[src/rtl/pu_riscv_ahb4_arb_pkg.sv]
// Shared types for the PU AHB4 instruction/data arbiter.
package pu_riscv_ahb4_arb_pkg;

    localparam logic [1:0] HTRANS_IDLE   = 2'b00;
    localparam logic [1:0] HTRANS_BUSY   = 2'b01;
    localparam logic [1:0] HTRANS_NONSEQ = 2'b10;
    localparam logic [1:0] HTRANS_SEQ    = 2'b11;

    typedef enum logic {
        INS = 1'b0,
        DAT = 1'b1
    } master_e;

    // Address-phase control bundle (address travels alongside, sized by PLEN)
    typedef struct packed {
        logic       hwrite;
        logic [2:0] hsize;
        logic [2:0] hburst;
        logic [3:0] hprot;
        logic       hmastlock;
        logic [1:0] htrans;
    } ahb_ctrl_t;

    // Beat types that continue a burst and therefore forbid a grant change
    function automatic logic is_burst_cont(input logic [1:0] htrans);
        return (htrans == HTRANS_SEQ) || (htrans == HTRANS_BUSY);
    endfunction

    // Beat types that open a data phase
    function automatic logic is_active(input logic [1:0] htrans);
        return (htrans == HTRANS_NONSEQ) || (htrans == HTRANS_SEQ);
    endfunction

endpackage

[src/rtl/pu_riscv_ahb4_arb_hold.sv]
// One-entry holding register for an address phase the bus has not yet taken.
module pu_riscv_ahb4_arb_hold
    import pu_riscv_ahb4_arb_pkg::*;
#(
    parameter int unsigned PLEN = 32
) (
    input  logic            HCLK,
    input  logic            HRESETn,
    input  logic            i_capture,
    input  logic            i_release,
    input  logic [PLEN-1:0] i_addr,
    input  ahb_ctrl_t       i_ctrl,
    output logic            o_vld,
    output logic [PLEN-1:0] o_addr,
    output ahb_ctrl_t       o_ctrl
);

    logic            r_vld;
    logic [PLEN-1:0] r_addr;
    ahb_ctrl_t       r_ctrl;

    // Capture a parked address phase; drop it once the bus accepts the replay
    always_ff @(posedge HCLK or negedge HRESETn) begin
        if (!HRESETn) begin
            r_vld  <= 1'b0;
            r_addr <= '0;
            r_ctrl <= '0;
        end else if (i_capture) begin
            r_vld  <= 1'b1;
            r_addr <= i_addr;
            r_ctrl <= i_ctrl;
        end else if (i_release) begin
            r_vld  <= 1'b0;
        end
    end

    assign o_vld  = r_vld;
    assign o_addr = r_addr;
    assign o_ctrl = r_ctrl;

endmodule

[src/rtl/pu_riscv_ahb4_arbiter.sv]
// Shares one AHB4 master port between the PU instruction and data masters.
// Arbitration happens only at transfer boundaries; bursts and locked
// sequences are never split. A master that loses the bus while issuing
// NONSEQ is parked in a holding register and replayed when granted.
// Optional: define PU_RISCV_AHB4_ARB_RR_EN for round-robin arbitration
// (default is fixed priority, data over instruction).
module pu_riscv_ahb4_arbiter
    import pu_riscv_ahb4_arb_pkg::*;
#(
    parameter int unsigned XLEN = 32,
    parameter int unsigned PLEN = 32
) (
    input  logic            HCLK,
    input  logic            HRESETn,

    input  logic            ins_HSEL,
    input  logic [PLEN-1:0] ins_HADDR,
    input  logic [XLEN-1:0] ins_HWDATA,
    output logic [XLEN-1:0] ins_HRDATA,
    input  logic            ins_HWRITE,
    input  logic [2:0]      ins_HSIZE,
    input  logic [2:0]      ins_HBURST,
    input  logic [3:0]      ins_HPROT,
    input  logic [1:0]      ins_HTRANS,
    input  logic            ins_HMASTLOCK,
    output logic            ins_HREADY,
    output logic            ins_HRESP,

    input  logic            dat_HSEL,
    input  logic [PLEN-1:0] dat_HADDR,
    input  logic [XLEN-1:0] dat_HWDATA,
    output logic [XLEN-1:0] dat_HRDATA,
    input  logic            dat_HWRITE,
    input  logic [2:0]      dat_HSIZE,
    input  logic [2:0]      dat_HBURST,
    input  logic [3:0]      dat_HPROT,
    input  logic [1:0]      dat_HTRANS,
    input  logic            dat_HMASTLOCK,
    output logic            dat_HREADY,
    output logic            dat_HRESP,

    output logic            mst_HSEL,
    output logic [PLEN-1:0] mst_HADDR,
    output logic [XLEN-1:0] mst_HWDATA,
    input  logic [XLEN-1:0] mst_HRDATA,
    output logic            mst_HWRITE,
    output logic [2:0]      mst_HSIZE,
    output logic [2:0]      mst_HBURST,
    output logic [3:0]      mst_HPROT,
    output logic [1:0]      mst_HTRANS,
    output logic            mst_HMASTLOCK,
    input  logic            mst_HREADY,
    input  logic            mst_HRESP
);

    master_e         r_gnt;
    logic            r_dph_valid;
    master_e         r_dph_owner;

    master_e         w_gnt;
    ahb_ctrl_t       w_ins_live, w_dat_live;
    ahb_ctrl_t       w_ins_eff, w_dat_eff, w_own_eff, w_bus_ctrl;
    logic [PLEN-1:0] w_ins_eff_addr, w_dat_eff_addr, w_bus_addr;
    logic            w_ins_eff_sel, w_dat_eff_sel, w_bus_sel;
    logic            w_ins_nonseq, w_dat_nonseq;
    logic            w_req_ins, w_req_dat, w_own_keep;
    logic            w_ins_hready, w_dat_hready;
    logic            w_cap_ins, w_cap_dat, w_rel_ins, w_rel_dat;
    logic            w_hold_vld_ins, w_hold_vld_dat;
    logic [PLEN-1:0] w_hold_addr_ins, w_hold_addr_dat;
    ahb_ctrl_t       w_hold_ctrl_ins, w_hold_ctrl_dat;

    // Pack live master controls and pick held or live view per master
    always_comb begin
        w_ins_live.hwrite    = ins_HWRITE;
        w_ins_live.hsize     = ins_HSIZE;
        w_ins_live.hburst    = ins_HBURST;
        w_ins_live.hprot     = ins_HPROT;
        w_ins_live.hmastlock = ins_HMASTLOCK;
        w_ins_live.htrans    = ins_HTRANS;
        w_dat_live.hwrite    = dat_HWRITE;
        w_dat_live.hsize     = dat_HSIZE;
        w_dat_live.hburst    = dat_HBURST;
        w_dat_live.hprot     = dat_HPROT;
        w_dat_live.hmastlock = dat_HMASTLOCK;
        w_dat_live.htrans    = dat_HTRANS;

        w_ins_eff      = w_hold_vld_ins ? w_hold_ctrl_ins : w_ins_live;
        w_ins_eff_addr = w_hold_vld_ins ? w_hold_addr_ins : ins_HADDR;
        w_ins_eff_sel  = w_hold_vld_ins | ins_HSEL;
        w_dat_eff      = w_hold_vld_dat ? w_hold_ctrl_dat : w_dat_live;
        w_dat_eff_addr = w_hold_vld_dat ? w_hold_addr_dat : dat_HADDR;
        w_dat_eff_sel  = w_hold_vld_dat | dat_HSEL;
    end

    assign w_ins_nonseq = ins_HSEL & (ins_HTRANS == HTRANS_NONSEQ);
    assign w_dat_nonseq = dat_HSEL & (dat_HTRANS == HTRANS_NONSEQ);
    assign w_req_ins    = w_hold_vld_ins | w_ins_nonseq;
    assign w_req_dat    = w_hold_vld_dat | w_dat_nonseq;

    // Grant selection: hold during wait states, bursts and locks; else arbitrate
    always_comb begin
        w_gnt      = r_gnt;
        w_own_eff  = (r_gnt == DAT) ? w_dat_eff : w_ins_eff;
        w_own_keep = w_own_eff.hmastlock | is_burst_cont(w_own_eff.htrans);
        if (mst_HREADY && !w_own_keep) begin
            if (w_req_dat && w_req_ins) begin
`ifdef PU_RISCV_AHB4_ARB_RR_EN
                w_gnt = (r_gnt == DAT) ? INS : DAT;
`else
                w_gnt = DAT;
`endif
            end else if (w_req_dat) begin
                w_gnt = DAT;
            end else if (w_req_ins) begin
                w_gnt = INS;
            end
        end
    end

    // Address/control mux toward the shared bus
    always_comb begin
        w_bus_ctrl = (w_gnt == DAT) ? w_dat_eff      : w_ins_eff;
        w_bus_addr = (w_gnt == DAT) ? w_dat_eff_addr : w_ins_eff_addr;
        w_bus_sel  = (w_gnt == DAT) ? w_dat_eff_sel  : w_ins_eff_sel;
    end

    // Masters see the bus HREADY in their own data phase, stall while parked
    always_comb begin
        w_ins_hready = (r_dph_valid && (r_dph_owner == INS)) ? mst_HREADY : !w_hold_vld_ins;
        w_dat_hready = (r_dph_valid && (r_dph_owner == DAT)) ? mst_HREADY : !w_hold_vld_dat;
    end

    // Park any NONSEQ the master believes accepted but the bus did not sample
    always_comb begin
        w_rel_ins = (w_gnt == INS) & mst_HREADY;
        w_rel_dat = (w_gnt == DAT) & mst_HREADY;
        w_cap_ins = w_ins_nonseq & w_ins_hready & !w_rel_ins;
        w_cap_dat = w_dat_nonseq & w_dat_hready & !w_rel_dat;
    end

    pu_riscv_ahb4_arb_hold #(.PLEN(PLEN)) u_hold_ins (
        .HCLK      (HCLK),
        .HRESETn   (HRESETn),
        .i_capture (w_cap_ins),
        .i_release (w_rel_ins),
        .i_addr    (ins_HADDR),
        .i_ctrl    (w_ins_live),
        .o_vld     (w_hold_vld_ins),
        .o_addr    (w_hold_addr_ins),
        .o_ctrl    (w_hold_ctrl_ins)
    );

    pu_riscv_ahb4_arb_hold #(.PLEN(PLEN)) u_hold_dat (
        .HCLK      (HCLK),
        .HRESETn   (HRESETn),
        .i_capture (w_cap_dat),
        .i_release (w_rel_dat),
        .i_addr    (dat_HADDR),
        .i_ctrl    (w_dat_live),
        .o_vld     (w_hold_vld_dat),
        .o_addr    (w_hold_addr_dat),
        .o_ctrl    (w_hold_ctrl_dat)
    );

    // Grant and data-phase ownership advance only when the bus is ready
    always_ff @(posedge HCLK or negedge HRESETn) begin
        if (!HRESETn) begin
            r_gnt       <= INS;
            r_dph_valid <= 1'b0;
            r_dph_owner <= INS;
        end else if (mst_HREADY) begin
            r_gnt       <= w_gnt;
            r_dph_valid <= is_active(mst_HTRANS);
            r_dph_owner <= w_gnt;
        end
    end

    // Bus outputs; controls forced idle while reset is asserted
    assign mst_HSEL      = HRESETn & w_bus_sel;
    assign mst_HADDR     = w_bus_addr;
    assign mst_HWRITE    = w_bus_ctrl.hwrite;
    assign mst_HSIZE     = w_bus_ctrl.hsize;
    assign mst_HBURST    = w_bus_ctrl.hburst;
    assign mst_HPROT     = w_bus_ctrl.hprot;
    assign mst_HTRANS    = HRESETn ? w_bus_ctrl.htrans : HTRANS_IDLE;
    assign mst_HMASTLOCK = HRESETn & w_bus_ctrl.hmastlock;
    assign mst_HWDATA    = (r_dph_owner == DAT) ? dat_HWDATA : ins_HWDATA;

    // Response path: read data broadcast, ready/response steered to data owner
    assign ins_HRDATA = mst_HRDATA;
    assign dat_HRDATA = mst_HRDATA;
    assign ins_HREADY = w_ins_hready;
    assign dat_HREADY = w_dat_hready;
    assign ins_HRESP  = r_dph_valid & (r_dph_owner == INS) & mst_HRESP;
    assign dat_HRESP  = r_dph_valid & (r_dph_owner == DAT) & mst_HRESP;

endmodule

[config.mk]
export PLATFORM = sky130hd
export DESIGN_NAME = pu_riscv_ahb4_arbiter
export DESIGN_NICKNAME = d
export VERILOG_FILES = /design/src/rtl/pu_riscv_ahb4_arb_pkg.sv /design/src/rtl/pu_riscv_ahb4_arb_hold.sv /design/src/rtl/pu_riscv_ahb4_arbiter.sv
export SDC_FILE = /design/constraint.sdc
export NUM_CORES = 1
export LEC_CHECK = 0
export BUFFER_PORTS_ARGS = -buffer_cell sky130_fd_sc_hd__buf_4
export CAP_MARGIN = 20
export CORE_MARGIN = 3
export CORE_UTILIZATION = 25
export CTS_BUF_LIST = sky130_fd_sc_hd__clkbuf_16
export DETAILED_ROUTE_END_ITERATION = 12
export PLACE_DENSITY = 0.54
export SYNTH_ARGS = -nofsm -noshare
export SYNTH_HDL_FRONTEND = slang
export SYNTH_HIERARCHICAL = 1
export SYNTH_SLANG_ARGS = --single-unit
[constraint.sdc]
create_clock -name HCLK -period 2.2 [get_ports HCLK]
set_clock_uncertainty 0.1 [all_clocks]
set_input_delay 0.33 -clock HCLK [delete_from_list [all_inputs] [get_ports HCLK]]
set_output_delay 0.33 -clock HCLK [all_outputs]
set_load 0.02 [all_outputs]
==> summary.md <==
| Metric | Value |
|---|---|
| Status | `complete, but fails checks` |
| Failing checks | `negative setup slack` |
| Ys flop type | `dfrtp_1` |
| Starting Density | `0.259` |
| Detailed Place HPWL | `14000 um` |
| Core Footprint | `0.0247 mm2` |
| Chip width | `166 um` |
| CTS root buffer | `clkbuf_16` |
| Worst Tran Pin Value | `0.607 ns` |
| Hold Path End | `u_hold_dat/o_addr[25]` |
| Power per cell area | `1400 mW/mm2` |
| Post-route cell area | `0.00939 mm2` |
| CP arrival | `2.24 ns` |
| Ys async rst share | `1.00` |
| Max Slew Vio Count | `0` |
| Cell count after placement | `1003` |
| VDD IR-drop max | `0.000604 V` |
| Largest net degree at the start of global routing | `47` |
| Drt first pass iters | `4` |
| FF-to-FF path depth | `11` |
| RSZ-0062 raised after global routing | `yes` |
| TritonCTS clock tree | `built` |
| Fmax | `374 MHz` |
| CP Capture Type | `primary output` |
| Drt initial violations | `167` |
| R2R Setup Slk | `-0.44 ns` |
| P_int | `8.21 mW` |
| EDFF count, synth | `0` |
| Worst setup SP type | `flop` |
| Clk network pwr share | `0.132` |
| Share of cells above drive strength 1 | `0.672` |
| Total Wirelength | `19600 um` |
| Routed Antenna Nets | `0` |
| Die H | `166 um` |
| Mean Syn Cell Area | `12.9 um2` |
| Max_cap viols | `0` |
| P&R area growth vs syn | `47.0%` |
| Headroom to the max-slew limit | `0.596` |
| Final period util | `1.22` |
| Critical path's slowest cell | `dfrtp_4` |
| Antenna violations before repair | `0` |
| H-Tree Depth | `3` |
| Nets | `905` |
| Fin cells | `1040` |
| Comb pwr share | `0.625` |
| Drc violations | `0` |
| Setup tns final | `-55.06 ns` |
| Most used cell, CP | `buf_12` |
| Die area | `0.0275 mm2` |
| Hold path depth | `2` |
| # clock sinks | `96` |
| Global Route Usage Sum | `0.133` |
| FP Rows | `57` |
| Post-synthesis net count | `689` |
| Number of antenna cells inserted | `0` |
| Distinct cells, synth | `34` |
| Number of global-route vias before repair | `4904` |
| Avg Vias per Cell | `4.34` |
| Mapped Cells | `495` |
| Sequential share of the synthesized area | `0.376` |
| Hold_sp | `dat_HADDR[25]` |
| Worst-skew pair later-pin latency | `0.35 ns` |
| Final setup margin | `-0.474 ns` |
| First-pass GRT wire length | `29100 um` |
| Via count | `4517` |
| Reg-to-Reg Start | `u_hold_dat/o_vld` |
| GR Overflow Total | `0` |
| Register bit total from synthesis | `96` |
| Cell Chain, Critical Path | `nor4b_4, o211ai_4, a21oi_4, buf_12, buf_12, mux2i_2, buf_4` |
| Final hold viol count | `0` |
| HP Class | `in2reg` |
| Port bufs | `244` |
| Max Root-Sink Buffers | `2` |
| Sw Ratio | `0.373` |
| Clk slew on worst S/H paths | `0.07 ns` |
| Post-layout util | `0.380` |
| CP Class | `reg2out` |
| Sequential share of power | `0.242` |
| Cell area after placement | `0.00843 mm2` |
| Switching pwr | `4.90 mW` |
| R2r endpoint | `u_hold_dat/o_addr[19]` |
| Required time of the critical path | `1.77 ns` |
| Setup violators final | `141` |
| Slowest cell delay on critical path | `0.49 ns` |
| Min Tclk post-route | `2.67 ns` |
| Synthesized area | `0.00638 mm2` |
| Crit Path Max Fanout | `7` |
| Gpl congestion | `0.781` |
| Drt wl/cell | `18.8 um` |
| P_leak | `4.30 nW` |
| Total CTS buffers | `9` |
| # IOs | `341` |
| Ys Warns | `6` |
[final cells by class]
type                            count  area, um2
Tap cell                          324        405
Sequential cell                    96       2410
Timing Repair Buffer              300       2670
Inverter                            4       15.0
Fill cell                        2431      15300
Multi-Input combinational cell    300       3570
Clock inverter                      7       98.8
Clock buffer                        9        225
[sequential cells by signal (all words and copies together), names as in the netlist]
| name | cells |
|---|---|
| r_dph_valid | 1 |
| u_hold_dat/o_vld | 1 |
| u_hold_ins/o_vld | 1 |
| u_hold_ins/o_ctrl | 14 |
| u_hold_dat/o_addr | 32 |
| r_gnt | 1 |
| u_hold_dat/o_ctrl | 14 |
| u_hold_ins/o_addr | 32 |
[critical path: cells and delay by family (launching register included)]
family                 cells  cell delay, ns
flip-flops                 1            0.49
buffers and inverters      3            0.49
AO/OA/AOI/OAI              2            0.36
AND/OR/NAND/NOR            1            0.31
multiplexers               1            0.23
[cell usage after synthesis (all sizes together) (2+ instances only)]
library cell | n | area (um2)
and3b | 2 | 17.5
dfrtp | 96 | 2400
nand2 | 10 | 37.5
a21o | 2 | 15.0
a21oi | 3 | 18.8
buf | 94 | 708
inv | 4 | 15.0
o211a | 2 | 20.0
mux2i | 132 | 1320
mux2 | 128 | 1660
nor3 | 2 | 10.0
nor2 | 5 | 18.8
[per-layer routing]
layer | GRT usage | wire [um] | part of all wire
met1 | 0.174 | 8640 | 0.44
met2 | 0.206 | 9210 | 0.47
met3 | 0.0405 | 1140 | 0.058
met4 | 0.0495 | 584 | 0.030
met5 | 0 | 0 | 0
[power groups by stage]
stage / Sequential (mW) / Combinational, mW / Clock, mW
after floorplan: 3.02 / 5.17 / 0
after global placement: 3.16 / 7.33 / 0
after detailed placement: 3.17 / 7.34 / 0
after CTS: 3.16 / 7.64 / 1.82
after global routing: 3.30 / 8.71 / 1.92
final: 3.18 / 8.20 / 1.74
[worst max path at each step]
| stage | from | to | slack (ns) | cells past startpoint |
|---|---|---|---|---|
| finish | u_hold_dat/o_vld | mst_HSIZE[2] | -0.47 | 7 |
| detailed placement | dat_HTRANS[0] | mst_HADDR[22] | -0.14 | 8 |
| global placement | dat_HTRANS[0] | mst_HADDR[22] | -0.12 | 8 |
| floorplan | u_hold_dat/o_vld | u_hold_ins/o_addr[0] | -0.15 | 10 |
| CTS | u_hold_dat/o_vld | mst_HPROT[2] | -0.49 | 7 |
| global route | u_hold_dat/o_vld | mst_HSIZE[2] | -0.59 | 7 |
[cells by family (layout without fill, tap and decap cells)]
logic type	Yosys count	after routing	synth area share
compound gates	14	14	0.0196
buf+inv	99	320	0.114
flops	96	96	0.376
mux	260	260	0.467
simple gates	26	26	0.0233
[cells in the final DEF (no fill, tap or decap), drive strengths merged]
cell type and count:
a2111o 1, a2111oi 1, a21o 2, a21oi 3, a22o 1, and2 1, and3 1, and3b 2
buf 291, bufinv 2, clkbuf 17, clkinv 1, clkinvlp 1, dfrtp 96, dlygate4sd3 1, inv 7
mux2 128, mux2i 132, nand2 10, nand2b 1, nand4b 1, nor2 5, nor2b 1, nor3 2
nor3b 1, nor4b 1, o211a 2, o211ai 1, o221a 1, o311a 1, o41ai 1
[stage by stage]
step / power, mW / setup slack (ns) / hold WS [ns]
floorplan: 8.19 / -0.145 / -0.0656
global placement: 10.5 / -0.116 / 0.0916
detailed placement: 10.5 / -0.142 / 0.0884
CTS: 12.6 / -0.491 / 0.0897
global route: 13.9 / -0.594 / 0.0832
finish: 13.1 / -0.474 / 0.113
[repair_timing]
action                     in CTS  in global routing
gates cloned                    2                 10
hold endpoints to repair       17                  0
setup endpoints to repair     141                141
gates resized for setup        16                 49
pin swaps                       4                  4
buffers inserted                4                  4
hold buffers                    1                  0
Power figures use the tool's default switching activity.
